$ cat src/rtl/fifo_pkg.sv
// Shared types for the async FIFO read-side logic.
// The occupancy state type lives here so that checkers can reuse it.
package fifo_pkg;

  typedef enum logic [1:0] {
    OCC_EMPTY = 2'd0,
    OCC_ONE   = 2'd1,
    OCC_TWO   = 2'd2
  } occ_state_e;

  // True when the skid buffer can accept another word this cycle.
  function automatic logic occ_has_room(input occ_state_e st);
    return (st != OCC_TWO);
  endfunction

endpackage

$ cat src/rtl/fifo_rd_skid.sv
// Two-entry skid buffer: occupancy FSM, head and skid registers, push/pop handling.
// The head register drives the stream data; the skid register holds the next word.
module fifo_rd_skid
  import fifo_pkg::*;
#(
  parameter int DSIZE = 8
) (
  input  logic             i_clk,
  input  logic             i_rst_n,
  input  logic             i_push,
  input  logic [DSIZE-1:0] i_data,
  input  logic             i_ready,
  output logic             o_valid,
  output logic [DSIZE-1:0] o_data,
  output occ_state_e       o_state
);

  occ_state_e       r_state;
  occ_state_e       w_state_nxt;
  logic             r_valid;
  logic [DSIZE-1:0] r_head;
  logic [DSIZE-1:0] r_skid;
  logic [DSIZE-1:0] w_head_nxt;
  logic [DSIZE-1:0] w_skid_nxt;
  logic             w_pop;

  assign w_pop = r_valid & i_ready;

  // Next-state and next-data selection for the occupancy machine.
  always_comb begin
    w_state_nxt = r_state;
    w_head_nxt  = r_head;
    w_skid_nxt  = r_skid;
    case (r_state)
      OCC_EMPTY: begin
        if (i_push) begin
          w_state_nxt = OCC_ONE;
          w_head_nxt  = i_data;
        end else begin
          w_state_nxt = OCC_EMPTY;
        end
      end
      OCC_ONE: begin
        if (i_push && w_pop) begin
          w_state_nxt = OCC_ONE;
          w_head_nxt  = i_data;
        end else if (i_push) begin
          w_state_nxt = OCC_TWO;
          w_skid_nxt  = i_data;
        end else if (w_pop) begin
          w_state_nxt = OCC_EMPTY;
        end else begin
          w_state_nxt = OCC_ONE;
        end
      end
      OCC_TWO: begin
        // No push can arrive here: the top gates the FIFO pop on occupancy.
        if (w_pop) begin
          w_state_nxt = OCC_ONE;
          w_head_nxt  = r_skid;
        end else begin
          w_state_nxt = OCC_TWO;
        end
      end
      default: begin
        w_state_nxt = OCC_EMPTY;
      end
    endcase
  end

  // State, valid and data registers; reset discards all buffered words.
  always_ff @(posedge i_clk or negedge i_rst_n) begin
    if (!i_rst_n) begin
      r_state <= OCC_EMPTY;
      r_valid <= 1'b0;
      r_head  <= '0;
      r_skid  <= '0;
    end else begin
      r_state <= w_state_nxt;
      r_valid <= (w_state_nxt != OCC_EMPTY);
      r_head  <= w_head_nxt;
      r_skid  <= w_skid_nxt;
    end
  end

  assign o_valid = r_valid;
  assign o_data  = r_head;
  assign o_state = r_state;

endmodule

$ cat src/rtl/fifo_rd_stream.sv
// Read-side drain stage: pops the async FIFO into a valid/ready stream via a skid buffer.
// Optional handshake counter enabled by defining FIFO_RD_STREAM_CNT_EN.
module fifo_rd_stream
  import fifo_pkg::*;
#(
  parameter int DSIZE = 8,
  parameter int CSIZE = 16
) (
  input  logic             rclk,
  input  logic             rrst_n,
  input  logic             rempty,
  input  logic [DSIZE-1:0] rdata,
  output logic             rinc,
  output logic [DSIZE-1:0] m_data,
  output logic             m_valid,
`ifdef FIFO_RD_STREAM_CNT_EN
  input  logic             m_ready,
  output logic [CSIZE-1:0] m_cnt
`else
  input  logic             m_ready
`endif
);

  logic       r_live;
  logic       w_rinc;
  occ_state_e w_state;

  // Holds off the first FIFO pop until one edge after reset release.
  always_ff @(posedge rclk or negedge rrst_n) begin
    if (!rrst_n) begin
      r_live <= 1'b0;
    end else begin
      r_live <= 1'b1;
    end
  end

  // Pop depends only on registered state and rempty, never on m_ready.
  assign w_rinc = r_live & ~rempty & occ_has_room(w_state);
  assign rinc   = w_rinc;

  fifo_rd_skid #(
    .DSIZE (DSIZE)
  ) u_skid (
    .i_clk   (rclk),
    .i_rst_n (rrst_n),
    .i_push  (w_rinc),
    .i_data  (rdata),
    .i_ready (m_ready),
    .o_valid (m_valid),
    .o_data  (m_data),
    .o_state (w_state)
  );

`ifdef FIFO_RD_STREAM_CNT_EN
  logic             w_pop;
  logic [CSIZE-1:0] r_cnt;

  assign w_pop = m_valid & m_ready;

  // Completed-handshake counter, wraps naturally at 2^CSIZE.
  always_ff @(posedge rclk or negedge rrst_n) begin
    if (!rrst_n) begin
      r_cnt <= '0;
    end else if (w_pop) begin
      r_cnt <= r_cnt + {{(CSIZE-1){1'b0}}, 1'b1};
    end else begin
      r_cnt <= r_cnt;
    end
  end

  assign m_cnt = r_cnt;
`else
  logic w_unused_csize;
  assign w_unused_csize = (CSIZE > 0);
`endif

endmodule

$ cat config.mk
export PLATFORM = sky130hd
export DESIGN_NAME = fifo_rd_stream
export DESIGN_NICKNAME = d
export VERILOG_FILES = /design/src/rtl/fifo_pkg.sv /design/src/rtl/fifo_rd_skid.sv /design/src/rtl/fifo_rd_stream.sv
export SDC_FILE = /design/constraint.sdc
export NUM_CORES = 1
export LEC_CHECK = 0
export ABC_AREA = 1
export CAP_MARGIN = 20
export CORE_AREA = 4 4 61 63
export CTS_CLUSTER_DIAMETER = 60
export DETAILED_ROUTE_END_ITERATION = 8
export DIE_AREA = 0 0 65 67
export PLACE_DENSITY = 0.66
export RECOVER_POWER = 100
export SETUP_SLACK_MARGIN = 0.15
export SYNTH_ARGS = -nofsm -noshare
export SYNTH_HDL_FRONTEND = slang
export SYNTH_SLANG_ARGS = --single-unit
$ cat constraint.sdc
create_clock -name rclk -period 1.8 [get_ports rclk]
set_input_delay 0.54 -clock rclk [delete_from_list [all_inputs] [get_ports rclk]]
set_output_delay 0.54 -clock rclk [all_outputs]
set_load 0.01 [all_outputs]
==> out/metrics.yaml <==
clocking:
  cts_tree: "yes"
  ctsHtreeMaxLevel: 1
  cts.sinks: 20
  clk_latency_ps: 290
  clkTransAtPathRegs_ps: 110
  ctsHoldBuffers: 0
  root_buffer: "clkbuf_4"
  numCtsBuffers: 3
  cts_buffer_depth: 2
pwr:
  design_power_total_mw: 2.13
  powerDensity_nw_per_um2: 1480
  leakagePower_nw: 0.749
  irDropWorstVdd_mv: 0.368
finish:
  fillers: 330
  nets: 174
  antenna_cells: 0
  multi_input_area_um2: 478
  final_cell_mix: "41 x nand2_1, 20 x dfrtp_1, 16 x inv_1"
  drive_gt1_share_pct: 21.7
  register_area_um2: 500
  mostFrequentLayoutCell: "nand2_1"
  syn_to_final_growth_pct: 35.0
placement:
  portBuffers: 21
  finalWeightedCongestion: 0.723
  hpwl_mm: 1.56
floorplan:
  core.rowCount: 21
  initial_core_util_pct: 32.9
  chipWidth_um: 65
  core_area_um2: 3230
  io_pins: 22
  die_h_um: 67
  die-area_um2: 4360
synth:
  synthesis.nets: 138
  synthTopCellsByArea: "dfrtp_1 47%, nand2_1 14%, o21ai_2 7.4%, inv_1 6.0%, nand3_1 5.2%"
  ys_seq_area_share_pct: 47.0
  synth_cell_types: 16
  syn_area_um2: 1060
  synthCells: 122
  yosys_warnings: 0
  yosysTopAreaCell: "dfrtp_1"
  yosysTopAreaCellShare_pct: 47.0
  syn_avg_cell_area_um2: 8.73
  synth_seq_cells: 20
grt:
  grt_pass1_wl_mm: 3.34
  grt_max_degree: 21
  grt_use_total_pct: 9.46
  antenna_found_initial: 0
  grt_pass1_vias: 818
  grt_overflow: 0
drt:
  drt_iter0_drc: 28
  dr.pass1.iters: 4
  drt-met1-wl_um: 843
  drcViolationCount: 0
  met3_length_um: 59
  postRouteWirelength_mm: 2.03
  detailroute.via_count: 855
  topRoutingLayerUsed: "met4"
  ant_nets: 0
  dr_wl_met2_mm: 1.10
  wire_per_inst_um: 9.98
  avgViaCountPerCell: 4.21
critical_path:
  worstPathArrival_ps: 1200
  critPathCaptureType: "output port"
  crit_fanout: 2
  reg2reg_depth: 9
  required_ps: 1260
  cp-start-kind: "register"
  crit_type: "reg -> out"
hold_path:
  hold-path-cell-count: 2
  hold_path_class: "reg -> reg"
sta:
  max_freq_mhz: 575
  min_period_over_period_pct: 96.6
  period_minus_slack_ps: 1740
  clock_skew_ps: 2.99
  hold_slack_ps: 474
  maxSlewHeadroom_pct: 31.3
  tightest_slew_ps: 1030
  rsz0062_at_grt: "yes"
  slew_viol_final: 0
  setup_violations: 0
  finalHoldViolCount: 0
run_status:
  status: "complete, no violations"
flow_run:
  maxCapViolCount: 0
-- final cells by class --
| class | instances | share of cell area, % |
|---|---|---|
| Inverter | 18 | 4.70 |
| Tap cell | 46 | 4.00 |
| Sequential cell | 20 | 34.8 |
| Multi-Input combinational cell | 82 | 33.2 |
| Clock buffer | 4 | 2.52 |
| Timing Repair Buffer | 33 | 20.7 |
-- synthesized netlist by cell type --
cell type / count
o21ai_2: 9
ha_1: 4
conb_1: 1
clkbuf_1: 1
dfrtp_1: 20
nand2_1: 41
nand2_4: 2
nor2_8: 1
nand2_2: 2
inv_2: 1
o21ai_0: 8
nand3_1: 11
nand3_4: 1
inv_1: 17
buf_6: 2
o21ai_4: 1
-- power by group --
part | switching [mW] | internal, mW
registers | 0.107 | 0.651
clock network | 0.132 | 0.123
logic | 0.598 | 0.516
-- logic make-up after synthesis --
group	Yosys count	synth area share, %
flip-flops	20	47.0
AO/OA/AOI/OAI	18	12.7
buffers and inverters	21	8.81
AND/OR/NAND/NOR	58	26.4
other	1	0.352
adder cells (fa/ha/maj)	4	4.70
-- stage by stage --
step                      setup slack [ps]  instance area [um2]  instances  setup TNS (ps)  util, %
after global routing                 -11.6                 1440        203           -19.9     44.5
after global placement                -514                 1400        197           -2060     43.4
final                                 61.5                 1440        203               0     44.5
after floorplan                        249                 1060        122               0        -
after CTS                             31.0                 1450        202               0     44.8
after detailed placement              -537                 1400        197           -2610     43.4
-- flip-flops by register name, summed over array words and instances (netlist names) --
name            count
u_skid.o_state      2
u_skid.r_skid       8
u_skid.o_valid      1
u_skid.o_data       8
r_live              1
-- timing repair --
item	in CTS	in global routing
resized for setup	18	3
hold endpoints to repair	0	0
buffers inserted	1	0
cloned	0	1
endpoints found under the setup margin	16	11
pin swaps	2	1
-- worst max-delay path, stage by stage (launching register included) --
cell	delay [ps]
dfrtp_1	420
ha_4	190
nor2_8	100
nand2_4	50
inv_2	60
buf_6	90
-- metal layers --
metal / track usage, % / vias up
met5: 0 / -
met2: 16.7 / 11
met3: 1.01 / 2
li1: - / 451
met1: 11.9 / 391
met4: 3.17 / 0
-- worst paths after layout --
kind,slack (ps),startpoint,endpoint
max,60,u_skid.o_state[1],rinc
min,470,u_skid.o_data[0],u_skid.o_data[0]
max reg2reg,130,u_skid.o_state[1],u_skid.r_skid[7]
min reg2reg,470,u_skid.o_data[0],u_skid.o_data[0]
max in group asynchronous,250,rrst_n,u_skid.r_skid[3]
min in group asynchronous,930,rrst_n,u_skid.o_data[5]
No activity file was read; power rests on OpenSTA's default activity.
